$ cat config.mk
export PLATFORM = sky130hd
export DESIGN_NAME = ai_player_m_flat
export DESIGN_NICKNAME = d
export VERILOG_FILES = /design/src/rtl/ai_player_m_pkg.sv /design/src/rtl/ai_player_m_if.sv /design/src/rtl/ai_player_m_line_eval.sv /design/src/rtl/ai_player_m.sv /design/src/flat_wrapper.sv
export SDC_FILE = /design/constraint.sdc
export NUM_CORES = 1
export LEC_CHECK = 0
export BUFFER_PORTS_ARGS = -buffer_cell sky130_fd_sc_hd__buf_2
export CAP_MARGIN = 20
export CORE_MARGIN = 4
export CORE_UTILIZATION = 48
export CTS_BUF_LIST = sky130_fd_sc_hd__clkbuf_4
export CTS_CLUSTER_SIZE = 24
export DETAILED_ROUTE_END_ITERATION = 8
export MAX_ROUTING_LAYER = met4
export PLACE_DENSITY = 0.79
export SYNTH_ARGS = -nofsm -noshare
export SYNTH_HDL_FRONTEND = slang
export SYNTH_SLANG_ARGS = --single-unit
$ cat constraint.sdc
create_clock -name clk -period 3.89 [get_ports clk]
set_input_delay 0.389 -clock clk [delete_from_list [all_inputs] [get_ports clk]]
set_output_delay 0.389 -clock clk [all_outputs]
set_load 0.03 [all_outputs]
$ cat src/rtl/ai_player_m_pkg.sv
// Shared types and constants for the automated tic-tac-toe opponent:
// cell marks, move kinds, FSM states, win-line table and preference order.
package ai_player_m_pkg;

  typedef logic [1:0]      cell_t;
  typedef logic            flag_t;
  typedef logic [3:0]      index_t;
  typedef logic [8:0][1:0] board_t;

  localparam cell_t CELL_BLANK = 2'd0;
  localparam cell_t CELL_X     = 2'd1;
  localparam cell_t CELL_O     = 2'd2;

  localparam flag_t TURN_PLAYER = 1'b0;
  localparam flag_t TURN_AI     = 1'b1;

  localparam cell_t  AI_CELL       = CELL_O;
  localparam index_t INDEX_INVALID = 4'hF;

  typedef enum logic [1:0] {
    MOVE_WIN   = 2'd0,
    MOVE_BLOCK = 2'd1,
    MOVE_PREF  = 2'd2,
    MOVE_NONE  = 2'd3
  } move_kind_t;

  typedef enum logic [2:0] {
    ST_IDLE       = 3'd0,
    ST_SCAN_WIN   = 3'd1,
    ST_SCAN_BLOCK = 3'd2,
    ST_PREF       = 3'd3,
    ST_SUBMIT     = 3'd4,
    ST_HOLD       = 3'd5,
    ST_WAIT_TURN  = 3'd6
  } state_t;

  // Rows, then columns, then the two diagonals; scan order matters for latency.
  localparam index_t WIN_LINES [8][3] = '{
    '{4'd0, 4'd1, 4'd2}, '{4'd3, 4'd4, 4'd5}, '{4'd6, 4'd7, 4'd8},
    '{4'd0, 4'd3, 4'd6}, '{4'd1, 4'd4, 4'd7}, '{4'd2, 4'd5, 4'd8},
    '{4'd0, 4'd4, 4'd8}, '{4'd2, 4'd4, 4'd6}
  };

  localparam index_t PREF_ORDER [9] = '{
    4'd4, 4'd0, 4'd2, 4'd6, 4'd8, 4'd1, 4'd3, 4'd5, 4'd7
  };

endpackage

$ cat src/rtl/ai_player_m_if.sv
// Move-request link between the board and the automated player.
interface ai_player_m_if;
  import ai_player_m_pkg::*;

  // The board drives turn/board; the player answers with update_loc held
  // stable while submit is high and for one cycle after it falls.
  // The board commits update_loc on the falling edge of submit; there is no
  // ready/back-pressure, the return of turn to the player acts as the ack.
  flag_t  turn;
  board_t board;
  index_t update_loc;
  flag_t  submit;

  modport master (input turn, input board, output update_loc, output submit);
  modport slave  (output turn, output board, input update_loc, input submit);
endinterface

$ cat src/rtl/ai_player_m_line_eval.sv
// Combinational check of one win line: two cells of the target mark plus
// exactly one blank is a hit, and the blank is the cell to play.
module line_eval_m
  import ai_player_m_pkg::*;
(
  input  cell_t  i_cell_a,
  input  cell_t  i_cell_b,
  input  cell_t  i_cell_c,
  input  index_t i_idx_a,
  input  index_t i_idx_b,
  input  index_t i_idx_c,
  input  cell_t  i_mark,
  output logic   o_hit,
  output index_t o_blank_idx
);
  logic [1:0] w_n_mark;
  logic [1:0] w_n_blank;

  assign w_n_mark  = 2'(i_cell_a == i_mark) + 2'(i_cell_b == i_mark)
                   + 2'(i_cell_c == i_mark);
  assign w_n_blank = 2'(i_cell_a == CELL_BLANK) + 2'(i_cell_b == CELL_BLANK)
                   + 2'(i_cell_c == CELL_BLANK);

  assign o_hit       = (w_n_mark == 2'd2) && (w_n_blank == 2'd1);
  assign o_blank_idx = (i_cell_a == CELL_BLANK) ? i_idx_a :
                       (i_cell_b == CELL_BLANK) ? i_idx_b : i_idx_c;
endmodule

$ cat src/rtl/ai_player_m.sv
// Automated opponent: snapshots the board on its turn, scans one win line per
// clock (own wins, then blocks), falls back to positional preference, submits.
module ai_player_m #(
  parameter int                     SUBMIT_CYCLES = 2,
  parameter int                     TIMEOUT       = 16,
  parameter ai_player_m_pkg::cell_t AI_CELL       = ai_player_m_pkg::AI_CELL
) (
  input  logic                     clk,
  input  logic                     reset,
  ai_player_m_if.master            mv,
  output logic                     o_busy,
  output logic [1:0]               o_move_kind,
  output logic                     o_no_move,
  output logic                     o_timeout_err,
  output ai_player_m_pkg::state_t  o_state
);
  import ai_player_m_pkg::*;

  localparam int SW = (SUBMIT_CYCLES > 1) ? $clog2(SUBMIT_CYCLES) : 1;
  localparam int TW = $clog2(TIMEOUT + 1);
  localparam logic [SW-1:0] SUB_LAST = SW'(SUBMIT_CYCLES - 1);
  localparam logic [TW-1:0] TO_LAST  = TW'(TIMEOUT - 1);
  localparam logic [TW-1:0] TO_MAX   = TW'(TIMEOUT);
  localparam cell_t OPP_CELL = (AI_CELL == CELL_O) ? CELL_X : CELL_O;

  state_t        r_state, w_state;
  board_t        r_snap, w_snap;
  logic [2:0]    r_line_idx, w_line_idx;
  logic [SW-1:0] r_sub_cnt, w_sub_cnt;
  logic [TW-1:0] r_to_cnt, w_to_cnt;
  index_t        r_update_loc, w_update_loc;
  logic          r_submit, w_submit;
  logic          r_busy, w_busy;
  move_kind_t    r_move_kind, w_move_kind;
  logic          r_no_move, w_no_move;
  logic          r_timeout_err, w_timeout_err;

  logic   w_hit;
  index_t w_blank_idx;
  cell_t  w_mark;
  logic   w_pref_found;
  index_t w_pref_idx;

  assign w_mark = (r_state == ST_SCAN_BLOCK) ? OPP_CELL : AI_CELL;

  line_eval_m u_line_eval (
    .i_cell_a    (r_snap[WIN_LINES[r_line_idx][0]]),
    .i_cell_b    (r_snap[WIN_LINES[r_line_idx][1]]),
    .i_cell_c    (r_snap[WIN_LINES[r_line_idx][2]]),
    .i_idx_a     (WIN_LINES[r_line_idx][0]),
    .i_idx_b     (WIN_LINES[r_line_idx][1]),
    .i_idx_c     (WIN_LINES[r_line_idx][2]),
    .i_mark      (w_mark),
    .o_hit       (w_hit),
    .o_blank_idx (w_blank_idx)
  );

  always_comb begin
    w_pref_found = 1'b0;
    w_pref_idx   = INDEX_INVALID;
    for (int p = 0; p < 9; p++) begin
      if (!w_pref_found && r_snap[PREF_ORDER[p]] == CELL_BLANK) begin
        w_pref_found = 1'b1;
        w_pref_idx   = PREF_ORDER[p];
      end
    end
  end

  always_comb begin
    w_state       = r_state;
    w_snap        = r_snap;
    w_line_idx    = r_line_idx;
    w_sub_cnt     = r_sub_cnt;
    w_to_cnt      = r_to_cnt;
    w_update_loc  = r_update_loc;
    w_submit      = r_submit;
    w_move_kind   = r_move_kind;
    w_no_move     = 1'b0;
    w_timeout_err = 1'b0;
    case (r_state)
      ST_IDLE: begin
        if (mv.turn == TURN_AI) begin
          w_snap     = mv.board;
          w_line_idx = 3'd0;
          w_state    = ST_SCAN_WIN;
        end
      end
      ST_SCAN_WIN, ST_SCAN_BLOCK: begin
        if (mv.turn == TURN_PLAYER) begin
          w_state = ST_IDLE;
        end else if (w_hit) begin
          w_update_loc = w_blank_idx;
          w_move_kind  = (r_state == ST_SCAN_WIN) ? MOVE_WIN : MOVE_BLOCK;
          w_submit     = 1'b1;
          w_sub_cnt    = '0;
          w_state      = ST_SUBMIT;
        end else begin
          // Wraps 7 -> 0 exactly when the phase changes.
          w_line_idx = r_line_idx + 3'd1;
          if (r_line_idx == 3'd7)
            w_state = (r_state == ST_SCAN_WIN) ? ST_SCAN_BLOCK : ST_PREF;
        end
      end
      ST_PREF: begin
        if (mv.turn == TURN_PLAYER) begin
          w_state = ST_IDLE;
        end else if (w_pref_found) begin
          w_update_loc = w_pref_idx;
          w_move_kind  = MOVE_PREF;
          w_submit     = 1'b1;
          w_sub_cnt    = '0;
          w_state      = ST_SUBMIT;
        end else begin
          w_no_move = 1'b1;
          w_state   = ST_IDLE;
        end
      end
      ST_SUBMIT: begin
        if (r_sub_cnt == SUB_LAST) begin
          w_submit = 1'b0;
          w_state  = ST_HOLD;
        end else begin
          w_sub_cnt = r_sub_cnt + 1'b1;
        end
      end
      ST_HOLD: begin
        w_update_loc = INDEX_INVALID;
        w_move_kind  = MOVE_NONE;
        w_to_cnt     = '0;
        w_state      = ST_WAIT_TURN;
      end
      ST_WAIT_TURN: begin
        if (mv.turn == TURN_PLAYER) begin
          w_state = ST_IDLE;
        end else if (r_to_cnt == TO_LAST) begin
          w_timeout_err = 1'b1;
          w_state       = ST_IDLE;
        end else if (r_to_cnt != TO_MAX) begin
          w_to_cnt = r_to_cnt + 1'b1;
        end
      end
      default: w_state = ST_IDLE;
    endcase
    w_busy = (w_state != ST_IDLE);
  end

  always_ff @(posedge clk) begin
    if (reset) begin
      r_state       <= ST_IDLE;
      r_snap        <= '0;
      r_line_idx    <= 3'd0;
      r_sub_cnt     <= '0;
      r_to_cnt      <= '0;
      r_update_loc  <= INDEX_INVALID;
      r_submit      <= 1'b0;
      r_busy        <= 1'b0;
      r_move_kind   <= MOVE_NONE;
      r_no_move     <= 1'b0;
      r_timeout_err <= 1'b0;
    end else begin
      r_state       <= w_state;
      r_snap        <= w_snap;
      r_line_idx    <= w_line_idx;
      r_sub_cnt     <= w_sub_cnt;
      r_to_cnt      <= w_to_cnt;
      r_update_loc  <= w_update_loc;
      r_submit      <= w_submit;
      r_busy        <= w_busy;
      r_move_kind   <= w_move_kind;
      r_no_move     <= w_no_move;
      r_timeout_err <= w_timeout_err;
    end
  end

  assign mv.update_loc   = r_update_loc;
  assign mv.submit       = r_submit;
  assign o_busy          = r_busy;
  assign o_move_kind     = r_move_kind;
  assign o_no_move       = r_no_move;
  assign o_timeout_err   = r_timeout_err;
  assign o_state         = r_state;
endmodule

$ cat src/flat_wrapper.sv
// flat-port wrapper written by rule: the top's interface ports become plain ports
module ai_player_m_flat import ai_player_m_pkg::*;
#(
  parameter int                     SUBMIT_CYCLES = 2,
  parameter int                     TIMEOUT       = 16,
  parameter ai_player_m_pkg::cell_t AI_CELL       = ai_player_m_pkg::AI_CELL
)
  (clk, reset, o_busy, o_move_kind, o_no_move, o_timeout_err, o_state, mv_turn, mv_board, mv_update_loc, mv_submit);
  ai_player_m_if mv_i ();
  input  logic clk;
  input  logic reset;
  output logic o_busy;
  output logic [1:0] o_move_kind;
  output logic o_no_move;
  output logic o_timeout_err;
  output ai_player_m_pkg::state_t o_state;
  input wire logic [$bits(mv_i.turn)-1:0] mv_turn;
  input wire logic [$bits(mv_i.board)-1:0] mv_board;
  output wire logic [$bits(mv_i.update_loc)-1:0] mv_update_loc;
  output wire logic [$bits(mv_i.submit)-1:0] mv_submit;
  assign mv_i.turn = mv_turn;
  assign mv_i.board = mv_board;
  assign mv_update_loc = mv_i.update_loc;
  assign mv_submit = mv_i.submit;
  ai_player_m #(.SUBMIT_CYCLES(SUBMIT_CYCLES), .TIMEOUT(TIMEOUT), .AI_CELL(AI_CELL)) u_core (.clk(clk), .reset(reset), .mv(mv_i), .o_busy(o_busy), .o_move_kind(o_move_kind), .o_no_move(o_no_move), .o_timeout_err(o_timeout_err), .o_state(o_state));
endmodule
Word-level counts from Yosys, hierarchy flattened

Memory sizes are Yosys's and may differ from the RTL's.
Cells that the tools add are included.

Add/subtract/negate cells: 7
Magnitude comparators: 4
Equal/unequal tests: 24
Multiplexer cells: 73
Bitwise logic cells: 4
Reduce and logical (&&, ||, !) cells: 44

Operators with widths:

| operator                                                                      | number |
|---|---|
| 4-bit two-way mux                                                             | 15 |
| 3-bit two-way mux                                                             | 12 |
| 2-bit binary-select mux with 4-bit select                                     | 3 |
| 2-bit logical NOT                                                             | 12 |
| 12-bit two-way mux                                                            | 2 |
| 1-bit two-way mux                                                             | 23 |
| 3-bit one-hot mux with 6 select lines                                         | 1 |
| 2-bit two-way mux                                                             | 8 |
| 4-bit by 5-bit less-than comparator with 1-bit output (second input constant) | 3 |
| 5-bit two-way mux                                                             | 3 |
| 2-bit != test (second input constant)                                         | 7 |
| 3-bit equality test (second input constant)                                   | 4 |
| 4-bit one-hot mux with 3 select lines                                         | 1 |
| 5-bit one-hot mux with 2 select lines                                         | 1 |
| 5-bit AND reduction                                                           | 2 |
| 1-bit logical AND                                                             | 9 |
| 3-bit nonzero test                                                            | 3 |
| 1-bit logical NOT                                                             | 8 |
| 4-bit AND reduction                                                           | 2 |
| 2-bit equality test                                                           | 3 |
| 3-bit by 2-bit equality test with 1-bit output (second input constant)        | 2 |
| 2-bit by 1-bit != test with 1-bit output (second input constant)              | 3 |
| 1-bit one-hot mux with 3 select lines                                         | 2 |
| 2-bit one-hot mux with 3 select lines                                         | 1 |
| other kinds (20)                                                              | 26 |

Register bits: 40
ROM bits: 96
Input port bits: 21
Output and inout port bits: 13
Logic and storage cells: 176
Memories kept: 1

Memory list:

| memory           | depth | width | read ports | clocked after Yosys merged registers in | wr ports | RTL line          | text |
|---|---|---|---|---|---|---|---|
| (name not given) | 8     | 12    | 1          | 0                                       | 0        | ai_player_m.sv:48 | `.i_cell_b (r_snap[WIN_LINES[r_line_idx][1]]),` |

Longest topological paths before layout

Word-level depth: 30
Mapped depth: 18
Mapped depth without buffers: 15

Hierarchy

A second synthesis with hierarchy kept.

Cell total of the unflattened synthesis: 345
Area total of the unflattened synthesis: 2,787.7 µm²

Modules (own cells, without submodules):

| module      | instances | cells each | area an instance (µm²) | seq. area each (µm²) |
|---|---|---|---|---|
| ai_player_m | 1         | 310        | 2,541.2                | 800.8 |
| line_eval_m | 1         | 35         | 246.5                  | 0.0 |

Worst setup path after synthesis

Ideal clock, no wire load.

Kind: reg2reg
Start: register u_core.r_line_idx[0]
End: register u_core.r_move_kind[0], in the netlist u_core.o_move_kind[0]
Setup time: 0.122 ns
Data arrival time: 4.158 ns
Data required time: 3.768 ns
Slack: -0.390 ns
Cell stages (with the launch flop): 16
Path buffers: 2
Period minus slack after synthesis: 4.280 ns
Cells stage by stage: dfxtp_1 clkbuf_1 inv_1 ha_1 nor2b_1 a21oi_1 mux4_2 nand2_1 inv_1 fa_1 nor4bb_1 clkbuf_1 nand3_1 nand3_1 o21ai_0 a221o_1

Word-level cells in the longest chain between the ends: 13
Elaborated cells between the ends (all ways): 25
Classes of those cells: add/sub (4); eq/ne (6); mux (8); bitwise (1); reduce/logical (5); memory (1)

RTL lines:

| item                                                                                  | RTL line                                                 | text |
|---|---|---|
| start, declared                                                                       | ai_player_m.sv:28                                        | `logic [2:0] r_line_idx, w_line_idx;` |
| start signal, assigned                                                                | ai_player_m.sv:163                                       | `r_line_idx <= w_line_idx;` |
| 3-bit inverter with 4-bit output (not written as such) *                              | ai_player_m.sv:47, ai_player_m.sv:48, ai_player_m.sv:49  |  |
| memory 8 x 12 bit *                                                                   | --                                                       |  |
| 12-bit two-way mux (not written as such) * (2 in a row)                               | ai_player_m.sv:49                                        | `.i_cell_c (r_snap[WIN_LINES[r_line_idx][2]]),` |
| 2-bit binary-select mux with 4-bit select, on equally long branches                   | ai_player_m.sv:47, ai_player_m.sv:48                     |  |
| 2-bit two-way mux, on equally long branches                                           | ai_player_m.sv:47, ai_player_m.sv:48                     |  |
| 2-bit equality test or 2-bit logical NOT (tied branches)                              | ai_player_m_line_eval.sv:19, ai_player_m_line_eval.sv:21 |  |
| 1-bit by 1-bit adder with 2-bit output, on equally long branches                      | ai_player_m_line_eval.sv:19, ai_player_m_line_eval.sv:21 |  |
| 2-bit by 1-bit adder with 2-bit output, on equally long branches                      | ai_player_m_line_eval.sv:20, ai_player_m_line_eval.sv:22 |  |
| 2-bit equality test or 2-bit by 1-bit equality test with 1-bit output (tied branches) | ai_player_m_line_eval.sv:24                              | `assign o_hit = (w_n_mark == 2'd2) && (w_n_blank == 2'd1);` |
| 1-bit logical AND *                                                                   | ai_player_m_line_eval.sv:24                              |  |
| 2-bit != test (no source line) *                                                      | --                                                       |  |
| 5-bit AND reduction (no source line) *                                                | --                                                       |  |
| end signal, assigned                                                                  | ai_player_m.sv:169                                       | `r_move_kind <= w_move_kind;` |
| end, declared                                                                         | ai_player_m.sv:34                                        | `move_kind_t r_move_kind, w_move_kind;` |

Mark *: on every way between the ends. The rest lies on a longest branch, timed or not. The select of a mux whose other input is x is not followed.
A chain may end at the register's enable or synchronous reset.

Worst setup path in the final report

Start: register u_core.r_line_idx[0]
End: register u_core.r_update_loc[2], in the netlist u_core.mv.update_loc[2]

Word-level cells in the longest chain between the ends: 13
Elaborated cells between the ends (all ways): 30
Classes of those cells: add/sub (4); eq/ne (6); mux (13); bitwise (1); reduce/logical (5); memory (1)

RTL lines:

| item                                                                                  | RTL line                                                 | text |
|---|---|---|
| 3-bit inverter with 4-bit output (not written as such) *                              | --                                                       |  |
| memory 8 x 12 bit *                                                                   | --                                                       |  |
| 12-bit two-way mux (not written as such) * (2 in a row)                               | ai_player_m.sv:49                                        |  |
| 2-bit binary-select mux with 4-bit select, on equally long branches                   | ai_player_m.sv:47, ai_player_m.sv:48                     |  |
| 2-bit two-way mux, on equally long branches                                           | ai_player_m.sv:47, ai_player_m.sv:48                     |  |
| 2-bit equality test (tied with other cells)                                           | ai_player_m_line_eval.sv:19                              | `assign w_n_mark = 2'(i_cell_a == i_mark) + 2'(i_cell_b == i_mark)` |
| 1-bit by 1-bit adder with 2-bit output, on equally long branches                      | ai_player_m_line_eval.sv:19, ai_player_m_line_eval.sv:21 |  |
| 2-bit by 1-bit adder with 2-bit output, on equally long branches                      | ai_player_m_line_eval.sv:20, ai_player_m_line_eval.sv:22 |  |
| 2-bit equality test or 2-bit by 1-bit equality test with 1-bit output (tied branches) | ai_player_m_line_eval.sv:24                              |  |
| 1-bit logical AND                                                                     | ai_player_m_line_eval.sv:24                              |  |
| 2-bit != test (no source line)                                                        | --                                                       |  |
| 5-bit AND reduction (no source line)                                                  | --                                                       |  |
| end signal, assigned                                                                  | ai_player_m.sv:166                                       | `r_update_loc <= w_update_loc;` |
| end, declared                                                                         | ai_player_m.sv:31                                        | `index_t r_update_loc, w_update_loc;` |

Marked as above.

==> summary.md <==
| Metric | Value |
|---|---|
| Outcome | completed |
| Final slew viol count | 0 |
| # IOs | 34 |
| Num rows | 27 |
| Nets | 438 |
| Remaining DRCs | 0 |
| Net Switching | 0.321 mW |
| Total negative slack | 0 ns |
| Reg clk slew, reported paths | 0.11 ns |
| Vias post-DR | 2812 |
| DRT antenna net count | 0 |
| Crit-path slowest cell | fa_2 |
| Synth top area cells | dfxtp_1 (29%), nand2_1 (7.6%), a21oi_1 (7.6%) |
| # port buffers | 33 |
| Worst Setup End Kind | flop |
| N_diodes | 0 |
| Later-pin clock latency in the skew report | 0.35 ns |
| Layout area overhead | 24.0% |
| Clk sinks | 40 |
| Placed insts | 466 |
| Final GP Congestion | 0.944 |
| GRT Util Overall | 21.9% |
| Lkg Pwr | 1.36 nW |
| Clk_skew | 0.0221 ns |
| Worst Max-Slew Pin Slew | 0.699 ns |
| Initial Util | 49.3% |
| Die Ht | 83.2 um |
| Ys async rst share | 0% |
| CP max stage delay | 0.58 ns |
| Syn nets | 381 |
| Vias per cell | 5.90 |
| Critical setup path kind | flop to flop |
| Largest net degree at the start of global routing | 40 |
| Max-cap violations | 0 |
| Main synth FF type | dfxtp_1 |
| WP data required | 4.11 ns |
| Post-synthesis sequential area ratio | 29.5% |
| Core Footprint | 5510 sq um |
| Die X | 83.2 um |
| CTS tree | built |
| Netlist Area Pre-Place | 2720 sq um |
| Register Area | 805 sq um |
| Fmax achieved | 0.269 GHz |
| Fill cell count | 498 |
| Initial antenna violation count | 0 |
| Internal | 0.645 mW |
| Reg2reg setup slack | 0.18 ns |
| Maximum clock path buffer count | 2 |
| H-tree Lvls | 2 |
| Most frequent cells after synthesis | nand2_1 (55), a21oi_1 (41), dfxtp_1 (40) |
| Area of the multi-input gates | 1930 sq um |
| Vias in the first global route | 2486 |
| Hold Path Class | primary input to flop |
| CP Data Arrival Time | 3.93 ns |
| PwrDens | 287 nW/um^2 |
| Post-DR wirelength/cell | 16.1 um |
| Tmin final | 3.71 ns |
| Post-synth EDFFs | 0 |
| VDD IR max | 252 uV |
| Synth Area per Inst | 7.81 sq um |
| Final Hold Vio Count | 0 |
| Top-count cell post-synth | nand2_1 |
| Synth top area share | 29.5% |
| Setup Viol. Count Final | 0 |
| Layout Cells excl Fill | 477 |
| Gate Count Post-Synth | 348 |
| Pwr Total | 0.966 mW |
| First-pass GRT wire length | 12200 um |
| Area post-placement | 3140 sq um |
| Die ar. | 6930 sq um |
| Clock share of power | 21.0% |
| First-pass DRT Iterations | 6 |
| Finished Cell Area | 3370 sq um |
| Switching power share of the total | 33.2% |
| Seq pwr share | 48.0% |
| Yosys top cell by area | dfxtp_1 |
| WHS | 0.266 ns |
| Finished Core Util | 61.2% |
| Final WL | 7680 um |
| Gate power share | 31.1% |
| Synth warnings | 0 |
| Total grt overflow | 0 |
| CTS Buf Count | 5 |
| Final WS setup | 0.177 ns |
| DR iter-0 viols | 245 |
| CP startpoint kind | flop |
| Crit-path cells | inv_2 > ha_2 > mux2i_4 > buf_12 > mux2i_1 > a211o_1 > o2bb2a_2 > a211oi_2 > a41oi_2 > fa_2 > nor4bb_4 > buf_4 > nand3_1 > nand3_2 > o211ai_1 > a211oi_1 > a41oi_1 |
| Tcrit/Tclk final | 95.5% |
| Netlist cell types | 58 |
| Crit path max fanout | 8 |
| Share of layout cells above drive strength 1 | 29.1% |
| Slew margin rel. | 53.4% |
| Final HPWL from detailed placement | 5540 um |
| Root buf cell | clkbuf_4 |
| Flops & latches, synth | 40 |
| Setup WS pre-CTS | 0.00176 ns |
-- cell type report --
cell class / instances / area share, %
clock inverter: 1 / 0.149
timing repair buffer: 65 / 12.8
clock buffer: 6 / 1.34
tap: 72 / 2.67
inverter: 18 / 2.01
multi-input combinational: 275 / 57.2
sequential: 40 / 23.9
-- critical path: cells and delay by family, from the launching register on --
kind                       cells  cell delay (ns)
AOI/OAI and AO/OA              7             1.20
and+or+nand+nor                3             0.42
buffers and inverters          3             0.40
adders and majority gates      2             0.78
DFF                            1             0.38
muxes                          2             0.41
-- cell usage in the layout, fill, tap and decap left out, drive strengths merged, types with 4 or more instances in the layout --
master and instances:
a31oi 5, nor3 4, mux2i 15, buf 65, nand3 10, nor2b 8, ha 10, nand2b 9
o22ai 7, dfxtp 40, inv 17, mux4 4, nor2 32, nand2 55, mux2 5, a211oi 5
clkbuf 6, a21oi 41, o21ai 10
-- power by group through the flow --
stage               registers (mW)  clock network, mW  logic (mW)
detailed placement           0.470                  0       0.254
floorplan                    0.477                  0       0.161
global placement             0.470                  0       0.251
finish                       0.463              0.203       0.300
CTS                          0.461              0.209       0.259
global route                 0.467              0.228       0.323
-- state kept, by name (all words and copies together) (netlist names) --
register	cells
u_core.o_move_kind	2
u_core.o_no_move	1
u_core.r_line_idx	3
u_core.o_busy	1
u_core.r_snap	18
u_core.mv.submit	1
u_core.r_sub_cnt	1
u_core.o_state	3
u_core.r_to_cnt	5
u_core.o_timeout_err	1
u_core.mv.update_loc	4
-- routing by layer --
| layer | up-vias | part of all wire [%] | GRT usage, % |
|---|---|---|---|
| met5 | - | 0 | - |
| met4 | 0 | 2.2 | 5.79 |
| met3 | 17 | 5.7 | 3.67 |
| met2 | 115 | 46 | 34.3 |
| met1 | 1316 | 46 | 29.3 |
| li1 | 1364 | - | - |
-- kinds of logic (layout without fill, tap and decap cells) --
| group | Yosys count | after routing | share of synthesized area [%] |
|---|---|---|---|
| simple gates | 136 | 136 | 23.7 |
| buf+inv | 33 | 90 | 4.93 |
| flops | 40 | 40 | 29.5 |
| fa+ha+maj | 12 | 12 | 6.08 |
| mux | 24 | 24 | 11.4 |
| compound gates | 100 | 100 | 23.5 |
| xor+xnor | 3 | 3 | 0.967 |
-- what timing repair did --
item	in CTS	in global routing
endpoints found under the setup margin	4	13
pin swaps	0	10
buffers inserted	1	3
gates resized for setup	1	35
hold buffers	0	0
endpoints found under the hold margin	0	0
-- final timing paths --
kind                        startpoint                 endpoint  cells after the start
hold reg to reg       u_core.mv.submit         u_core.mv.submit                      2
hold / removal             mv_board[9]         u_core.r_snap[9]                      3
setup reg to reg  u_core.r_line_idx[0]  u_core.mv.update_loc[2]                     17
setup / recovery  u_core.r_line_idx[0]  u_core.mv.update_loc[2]                     17
(Power assumes the default switching activity.)
